$ cat src/rtl/ej32_pkg.sv
// Shared types and constants for the eJ32 memory subsystem.
package ej32_pkg;

  // Which requester currently owns the byte memory.
  typedef enum logic {
    OWN_CORE = 1'b0,
    OWN_HOST = 1'b1
  } arb_state_t;

  // Byte address width of the 128 KB memory.
  localparam int MEM_ASZ = 17;

endpackage

$ cat src/rtl/mb8_rdret.sv
// Per-requester read-return register: captures memory read data one cycle
// after a granted read and flags it with a single-cycle valid pulse.
module mb8_rdret (
  input  logic       clk,
  input  logic       rst,
  input  logic       gnt,
  input  logic       we,
  input  logic [7:0] m_rdata,
  output logic [7:0] rdata,
  output logic       rvld
);

  // Latch read data on a granted read; writes leave rdata untouched.
  always_ff @(posedge clk) begin
    if (rst) begin
      rdata <= 8'h00;
      rvld  <= 1'b0;
    end else begin
      rvld <= gnt & ~we;
      if (gnt && !we) rdata <= m_rdata;
    end
  end

endmodule

$ cat src/rtl/mb8_arb.sv
// Two-requester arbiter for the single 8-bit byte memory. The core has
// priority; a starvation counter forces host ownership and a burst cap
// bounds how long the host can hold the memory.
module mb8_arb
  import ej32_pkg::*;
#(
  parameter int ASZ       = MEM_ASZ,
  parameter int STARVE    = 8,
  parameter int MAX_BURST = 16
) (
  input  logic           clk,
  input  logic           rst,
  input  logic           c_req,
  input  logic           c_we,
  input  logic [ASZ-1:0] c_addr,
  input  logic [7:0]     c_wdata,
  output logic           c_gnt,
  output logic           c_hold,
  output logic [7:0]     c_rdata,
  output logic           c_rvld,
  input  logic           h_req,
  input  logic           h_lock,
  input  logic           h_we,
  input  logic [ASZ-1:0] h_addr,
  input  logic [7:0]     h_wdata,
  output logic           h_gnt,
  output logic [7:0]     h_rdata,
  output logic           h_rvld,
  output logic [ASZ-1:0] m_addr,
  output logic           m_we,
  output logic [7:0]     m_wdata,
  input  logic [7:0]     m_rdata,
  output logic           own_host
);

  localparam int WW = $clog2(STARVE) + 1;
  localparam int BW = $clog2(MAX_BURST) + 1;
  localparam logic [WW-1:0] WAIT_LAST  = WW'(STARVE - 1);
  localparam logic [WW-1:0] WAIT_MAX   = {WW{1'b1}};
  localparam logic [BW-1:0] BURST_LAST = BW'(MAX_BURST - 1);

  arb_state_t    state, state_nx;
  logic [WW-1:0] wait_cnt, wait_nx;
  logic [BW-1:0] burst_cnt, burst_nx;

  // State and counter registers.
  always_ff @(posedge clk) begin
    if (rst) begin
      state     <= OWN_CORE;
      wait_cnt  <= '0;
      burst_cnt <= '0;
    end else begin
      state     <= state_nx;
      wait_cnt  <= wait_nx;
      burst_cnt <= burst_nx;
    end
  end

  // Grants and next-state: core-first in OWN_CORE, host-only in OWN_HOST.
  always_comb begin
    state_nx = state;
    wait_nx  = wait_cnt;
    burst_nx = burst_cnt;
    c_gnt    = 1'b0;
    h_gnt    = 1'b0;
    case (state)
      OWN_CORE: begin
        c_gnt = c_req;
        h_gnt = h_req & ~c_req;
        if (h_req && !h_gnt) begin
          if (wait_cnt == WAIT_LAST) begin
            state_nx = OWN_HOST;
            wait_nx  = '0;
            burst_nx = '0;
          end else if (wait_cnt != WAIT_MAX) begin
            wait_nx = wait_cnt + 1'b1;
          end
        end else begin
          wait_nx = '0;
        end
      end
      OWN_HOST: begin
        h_gnt   = h_req;
        wait_nx = '0;
        if (h_gnt) burst_nx = burst_cnt + 1'b1;
        // Leave on idle host, an unlocked access, or the last allowed grant.
        if (!h_req || (h_gnt && (!h_lock || burst_cnt == BURST_LAST)))
          state_nx = OWN_CORE;
      end
      default: state_nx = OWN_CORE;
    endcase
  end

  // Memory mux: the host drives only when granted; otherwise the core
  // inputs pass through with the write gated by the core grant.
  always_comb begin
    m_addr  = c_addr;
    m_wdata = c_wdata;
    m_we    = c_gnt & c_we;
    if (h_gnt) begin
      m_addr  = h_addr;
      m_wdata = h_wdata;
      m_we    = h_we;
    end
  end

  assign c_hold   = c_req & ~c_gnt;
  assign own_host = (state == OWN_HOST);

  // Grants must be mutually exclusive.
  always_ff @(posedge clk) begin
    if (!rst) assert (!(c_gnt && h_gnt));
  end

  mb8_rdret u_core_ret (
    .clk     (clk),
    .rst     (rst),
    .gnt     (c_gnt),
    .we      (c_we),
    .m_rdata (m_rdata),
    .rdata   (c_rdata),
    .rvld    (c_rvld)
  );

  mb8_rdret u_host_ret (
    .clk     (clk),
    .rst     (rst),
    .gnt     (h_gnt),
    .we      (h_we),
    .m_rdata (m_rdata),
    .rdata   (h_rdata),
    .rvld    (h_rvld)
  );

endmodule

$ cat config.mk
export PLATFORM = sky130hd
export DESIGN_NAME = mb8_arb
export DESIGN_NICKNAME = d
export VERILOG_FILES = /design/src/rtl/ej32_pkg.sv /design/src/rtl/mb8_rdret.sv /design/src/rtl/mb8_arb.sv
export SDC_FILE = /design/constraint.sdc
export NUM_CORES = 1
export LEC_CHECK = 0
export ABC_AREA = 1
export CORE_UTILIZATION = 35
export CTS_BUF_LIST = sky130_fd_sc_hd__clkbuf_2 sky130_fd_sc_hd__clkbuf_4 sky130_fd_sc_hd__clkbuf_8
export CTS_CLUSTER_DIAMETER = 80
export DETAILED_ROUTE_END_ITERATION = 6
export PLACE_DENSITY = 0.9
export SLEW_MARGIN = 30
export SYNTH_ARGS = -nofsm -noshare
export SYNTH_HDL_FRONTEND = slang
export SYNTH_SLANG_ARGS = --single-unit
$ cat constraint.sdc
create_clock -name clk -period 1.5 [get_ports clk]
set_input_delay 0.375 -clock clk [delete_from_list [all_inputs] [get_ports clk]]
set_output_delay 0.375 -clock clk [all_outputs]
set_load 0.005 [all_outputs]
Word-level counts from Yosys, hierarchy flattened
Index checks and enable logic that the tools add are counted.
{"block": "totals", "register_bits": 28, "in_bits": 65, "out_inout_bits": 48}
{"block": "op_classes", "add_sub_neg": 2, "n_eq_ne": 7, "mux": 17, "n_bitwise": 10, "n_reduce_logical": 12}
{"cell": "17-bit two-way mux", "count": 1}
{"cell": "5-bit two-way mux", "count": 3}
{"cell": "4-bit two-way mux", "count": 3}
{"cell": "5-bit one-hot mux with 2 select lines", "count": 1}
{"cell": "8-bit two-way mux", "count": 1}
{"cell": "4-bit != test (second input constant)", "count": 2}
{"cell": "4-bit one-hot mux with 2 select lines", "count": 1}
{"cell": "2-bit != test (second input constant)", "count": 3}
{"cell": "5-bit by 1-bit adder with 5-bit output (second input constant)", "count": 1}
{"cell": "1-bit AND", "count": 5}
{"cell": "5-bit by 4-bit equality test with 1-bit output (second input constant)", "count": 1}
{"cell": "1-bit logical NOT", "count": 5}
{"cell": "1-bit two-way mux", "count": 5}
{"cell": "1-bit inverter", "count": 5}
{"cell": "4-bit by 1-bit adder with 4-bit output (second input constant)", "count": 1}
{"cell": "4-bit by 3-bit equality test with 1-bit output (second input constant)", "count": 1}
{"cell": "1-bit logical AND", "count": 4}
{"cell": "1-bit one-hot mux with 2 select lines", "count": 2}
{"cell": "3-bit AND reduction", "count": 1}
{"cell": "1-bit logical OR", "count": 2}

Logic depth before layout (Yosys ltp)
{"block": "logic_depth", "depth_word": 6, "depth_mapped": 8}

Hierarchy
Synthesis repeated with hierarchy kept, for this count alone.
{"block": "unflattened", "cells_unflattened": 264, "hier_area_um2": 1620.3}
{"module": "mb8_arb", "n_inst": 1, "cells_per_inst": 154, "area_each_um2": 862.1, "seq_area_each_um2": 200.2}
{"module": "mb8_rdret", "n_inst": 2, "cells_per_inst": 55, "area_each_um2": 379.1, "seq_area_each_um2": 180.2}

Least setup slack after synthesis
OpenSTA, ideal clock, no wires.
{"block": "synth_timing", "kind": "reg-to-output", "from": "reg state, in the netlist own_host", "to": "out m_addr[0]", "t_arrival_ns": 1.040, "slack_ns": 0.085, "path_stages_with_launch": 9, "path_cell_list": "dfxtp_1 > inv_2 > nand2_2 > inv_2 > nor2_8 > inv_2 > buf_2 > nand2_1 > nand2_1"}
{"block": "synth_between", "elab_chain_cells": 3}
{"element": "from (decl)", "line": "mb8_arb.sv:42", "text": "arb_state_t state, state_nx;"}
{"element": "from (signal assigned)", "line": "mb8_arb.sv:53", "text": "state <= state_nx;"}
{"element": "1-bit inverter"}
{"element": "1-bit one-hot mux with 2 select lines (*)", "line": "mb8_arb.sv:66", "text": "case (state)"}
{"element": "17-bit two-way mux (*)", "line": "mb8_arb.sv:100", "text": "if (h_gnt) begin"}
{"element": "to (decl)", "line": "mb8_arb.sv:29", "text": "output logic [ASZ-1:0] m_addr,"}
Every way passes the cells marked *; elsewhere a longest branch is shown, timed or not.

Worst setup path in the final report
{"block": "layout_timing", "from": "reg state, in the netlist own_host", "to": "out m_addr[6]"}
The elaborated chain is that of the path after synthesis.

==> results.txt <==
----------------------------------------------------
[Clocking]
  Number of clock sinks ... 28
  CTS HTree Levels ... 1
  Clock tree from TritonCTS ... built
  Root Buffer Master ... sky130_fd_sc_hd__clkbuf_8
  Hold_buf cts ... 0
  Clk Latency, worst-skew pair ... 0.28 ns
  Clock transition at the registers of the reported paths ... roughly 0.090 ns
  Clock buffer count from CTS ... 3
  Clk buf depth ... 2

[Route]
  Via density per instance ... 4.84
  Met2 routed WL ... 3100 um
  Final routed wirelength across all metal layers ... 5990 um
  Detailed-routing wirelength on met1 ... 2200 um
  First-iteration detailed-routing DRC count ... 49
  DRT antenna net count ... 0
  Top layer used by detailed routing ... met4
  DR pass1 iterations ... 4
  Via count of the routed design ... 2039
  Drc violations ... 0
  Met3 wire len ... 508 um
  Routed len/inst ... 14.2 um

[GRT]
  GR Util All Layers ... 26.0%
  Maximum number of pins on one net before global-route repair ... 17
  First-pass GRT wire length ... 8840 um
  Number of antenna violations at the first check in global routing ... 0
  Aggregate global routing overflow ... 0
  Vias in the first global route ... 1912

[Final layout]
  Count of inserted antenna diode cells ... 0
  Number of inserted filler cells in the final layout ... 298
  Fraction of final layout cells with drive strength greater than 1 ... 32.6%
  Final-stage net count ... 440
  Area overhead of the layout relative to synthesis ... 104%
  Total non-filler cell area in the finished layout ... 0.00306 mm^2

[Placed design]
  Cell Area, Placed ... 0.00276 mm^2
  Post-Place Worst Slack ... -0.950 ns
  Quantity of I/O buffers inserted on ports ... 112
  RePlAce Congestion ... 0.803
  Half-perimeter wire length of the detailed placement result ... 4080 um

[Power]
  Areal power density over the cells ... ~640 mW/mm^2
  Net load switching power ... 489 uW
  Combinational group share of total power ... slightly below 30%
  Sequential share of power ... between 30% and 40%
  Internal portion of total power ... ~1.5 mW
  Clock share of power ... ~31%
  Net switching fraction of the power ... between 20% and 30%
  Worst VDD drop ... between 0.4 and 0.5 mV
  Total leakage power ... 1.55 nW

[Setup path]
  Top fanout value on the critical path ... 13
  Type of destination of the critical path ... output pin
  Setup CP Type ... reg2out
  Max incr delay on CP ... 0.33 ns
  Family with the most delay on the worst path ... buffers and inverters
  Slowest stage cell, crit path ... sky130_fd_sc_hd__dfxtp_2
  Critical Path Start Type ... register
  Cell chain of the critical path ... inv_2 -> nand2_4 -> inv_4 -> nor2_8 -> buf_12 -> buf_12 -> inv_16 -> nand2_1 -> nand2_1 -> buf_2
  CP arrival ... around 1.5 ns
  Buffers and inverters on the worst path ... 6
  CP Data Required Time ... 1.12 ns

[Floorplan]
  Effective utilization at floorplan ... 36.9%
  I/O pin count ... 113
  Die extent in y ... 67.4 um
  Die outline width ... 67.4 um
  Site Rows ... 23
  Total Die Area ... 0.00454 mm^2
  Total core area ... 0.00406 mm^2

[Timing]
  Post-layout min period ... around 1.8 ns
  Final setup margin ... -0.324 ns
  Largest clock skew in the final design ... 0.00204 ns
  Endpoints failing setup ... 28
  Relative slew slack ... 71.9%
  Number of failing hold endpoints at the final stage ... 0
  Number of max-slew violations in the final report ... 0
  RSZ-0062 raised after global routing ... yes
  Maximum operating frequency ... 548 MHz
  Post-route clock period utilization ... 122%
  Sum of negative setup slack ... -7.93 ns
  Slew at the pin closest to its max-slew limit ... 0.421 ns

[Logic synthesis]
  Yosys synthesis warning count ... 0
  Most instantiated flip-flop cell in the synthesis netlist ... sky130_fd_sc_hd__dfxtp_1
  Post-synth ARST share ... 0%
  Post-synthesis cell area ... 0.00150 mm^2
  Post-synthesis register bit count ... 28
  Number of enable-type register cells in the synthesized netlist ... 0
  Cell variety after synth ... 25
  Number of instances in the synthesized netlist ... roughly 230
  Share of the synthesized area in the top cell type ... 37.5%
  Sequential element share of the synthesized area ... 37.5%
  Cell with the most instances after synthesis ... sky130_fd_sc_hd__nand2_1
  Average footprint of a synthesized cell ... about 6.4 um^2
  Net count of the mapped netlist ... ~300
  Most area-consuming cells after synthesis ... sky130_fd_sc_hd__dfxtp_1 (37%), sky130_fd_sc_hd__nand2_1 (24%), sky130_fd_sc_hd__a21oi_1 (7.7%), sky130_fd_sc_hd__inv_1 (5.0%), sky130_fd_sc_hd__nand3_1 (4.0%)
  Top cells by instance count after synthesis ... sky130_fd_sc_hd__nand2_1 (97), sky130_fd_sc_hd__dfxtp_1 (28), sky130_fd_sc_hd__a21oi_1 (23), sky130_fd_sc_hd__inv_1 (20), sky130_fd_sc_hd__nor2_1 (15)
  Top cell type by total area after synthesis ... sky130_fd_sc_hd__dfxtp_1

[Job]
  Max-capacitance violation count ... 0

[Outcome]
  Result of the run ... finished, violations left
  Violations in the final reports ... setup timing

[Worst hold path]
  HP Class ... reg2reg

----------------------------------------------------
final timing paths:
check,cells after the start,slack [ns],to,from
worst min-delay path,2,0.45,u_core_ret.rdata[4],u_core_ret.rdata[4]
worst max-delay path,10,-0.32,m_addr[6],own_host
worst max register to register,6,0.05,burst_cnt[4],burst_cnt[1]
worst min register to register,2,0.45,u_core_ret.rdata[4],u_core_ret.rdata[4]
tightest hold or removal path, stage by stage, from the launching register on:
cell and delay, ns:
sky130_fd_sc_hd__dfxtp_1 0.32, sky130_fd_sc_hd__inv_1 0.05, sky130_fd_sc_hd__a21oi_1 0.05
state kept, by name, summed over array words and instances (netlist names):
| register | flops |
|---|---|
| u_core_ret.rvld | 1 |
| u_host_ret.rvld | 1 |
| u_core_ret.rdata | 8 |
| wait_cnt | 4 |
| own_host | 1 |
| burst_cnt | 5 |
| u_host_ret.rdata | 8 |
cells in the final DEF, fill, tap and decap left out, drive strengths merged:
| cell | n |
|---|---|
| dlygate4sd2 | 12 |
| a211oi | 1 |
| nand2 | 99 |
| nand4 | 1 |
| bufinv | 1 |
| nor3b | 1 |
| dfxtp | 28 |
| a21oi | 24 |
| inv | 25 |
| and3 | 1 |
| or2 | 2 |
| xor2 | 1 |
| dlymetal6s2s | 8 |
| clkdlybuf4s15 | 1 |
| clkbuf | 3 |
| clkdlybuf4s50 | 64 |
| ha | 3 |
| nand3 | 12 |
| clkinv | 1 |
| buf | 56 |
| a22oi | 1 |
| nor2 | 16 |
| o21ai | 10 |
power groups by stage:
stage	Clock [mW]	Sequential (mW)	Combinational, mW
floorplan	0	0.799	0.152
global placement	0	0.796	0.537
detailed placement	0	0.798	0.541
CTS	0.602	0.781	0.563
global route	0.628	0.784	0.626
finish	0.596	0.781	0.579
metal layers:
| layer | track usage, % | vias up |
|---|---|---|
| li1 | - | 1003 |
| met1 | 25.8 | 937 |
| met2 | 50.7 | 82 |
| met3 | 5.74 | 17 |
| met4 | 11.7 | 0 |
| met5 | 0 | - |
logic make-up (layout without fill, tap and decap cells):
family / count (synthesis) / in the layout / share of synthesized area (%)
buf+inv: 33 / 171 / 10.1
compound gates: 36 / 36 / 12.9
xor+xnor: 1 / 1 / 0.585
fa+ha+maj: 3 / 3 / 2.51
flops: 28 / 28 / 37.5
simple gates: 132 / 132 / 36.5
layout make-up:
type	count	area [um^2]	share of cell area [%]
Sequential cell	28	574	18.8
Timing Repair Buffer	141	1290	42.3
Clock inverter	1	30.0	0.982
Clock buffer	3	41.3	1.35
Inverter	24	109	3.56
Tap cell	50	62.6	2.05
Timing Repair inverter	2	22.5	0.737
Multi-Input combinational cell	172	925	30.2
stage by stage:
step                power, mW  utilization (%)  cells  hold slack, ns
floorplan               0.951                -    233           0.439
detailed placement       1.34             68.0    403           0.434
CTS                      1.95             73.0    419           0.449
finish                   1.96             75.3    421           0.451
global route             2.04             75.3    421           0.467
global placement         1.33             68.0    403           0.432
repair_timing:
action / in CTS / in global routing
pin swaps: 3 / 6
endpoints found under the setup margin: 60 / 50
setup buffers: 10 / 5
endpoints found under the hold margin: 0 / 0
cloned: 3 / 0
gates resized for setup: 174 / 36
Note: power is estimated with default switching activity, not from simulation.
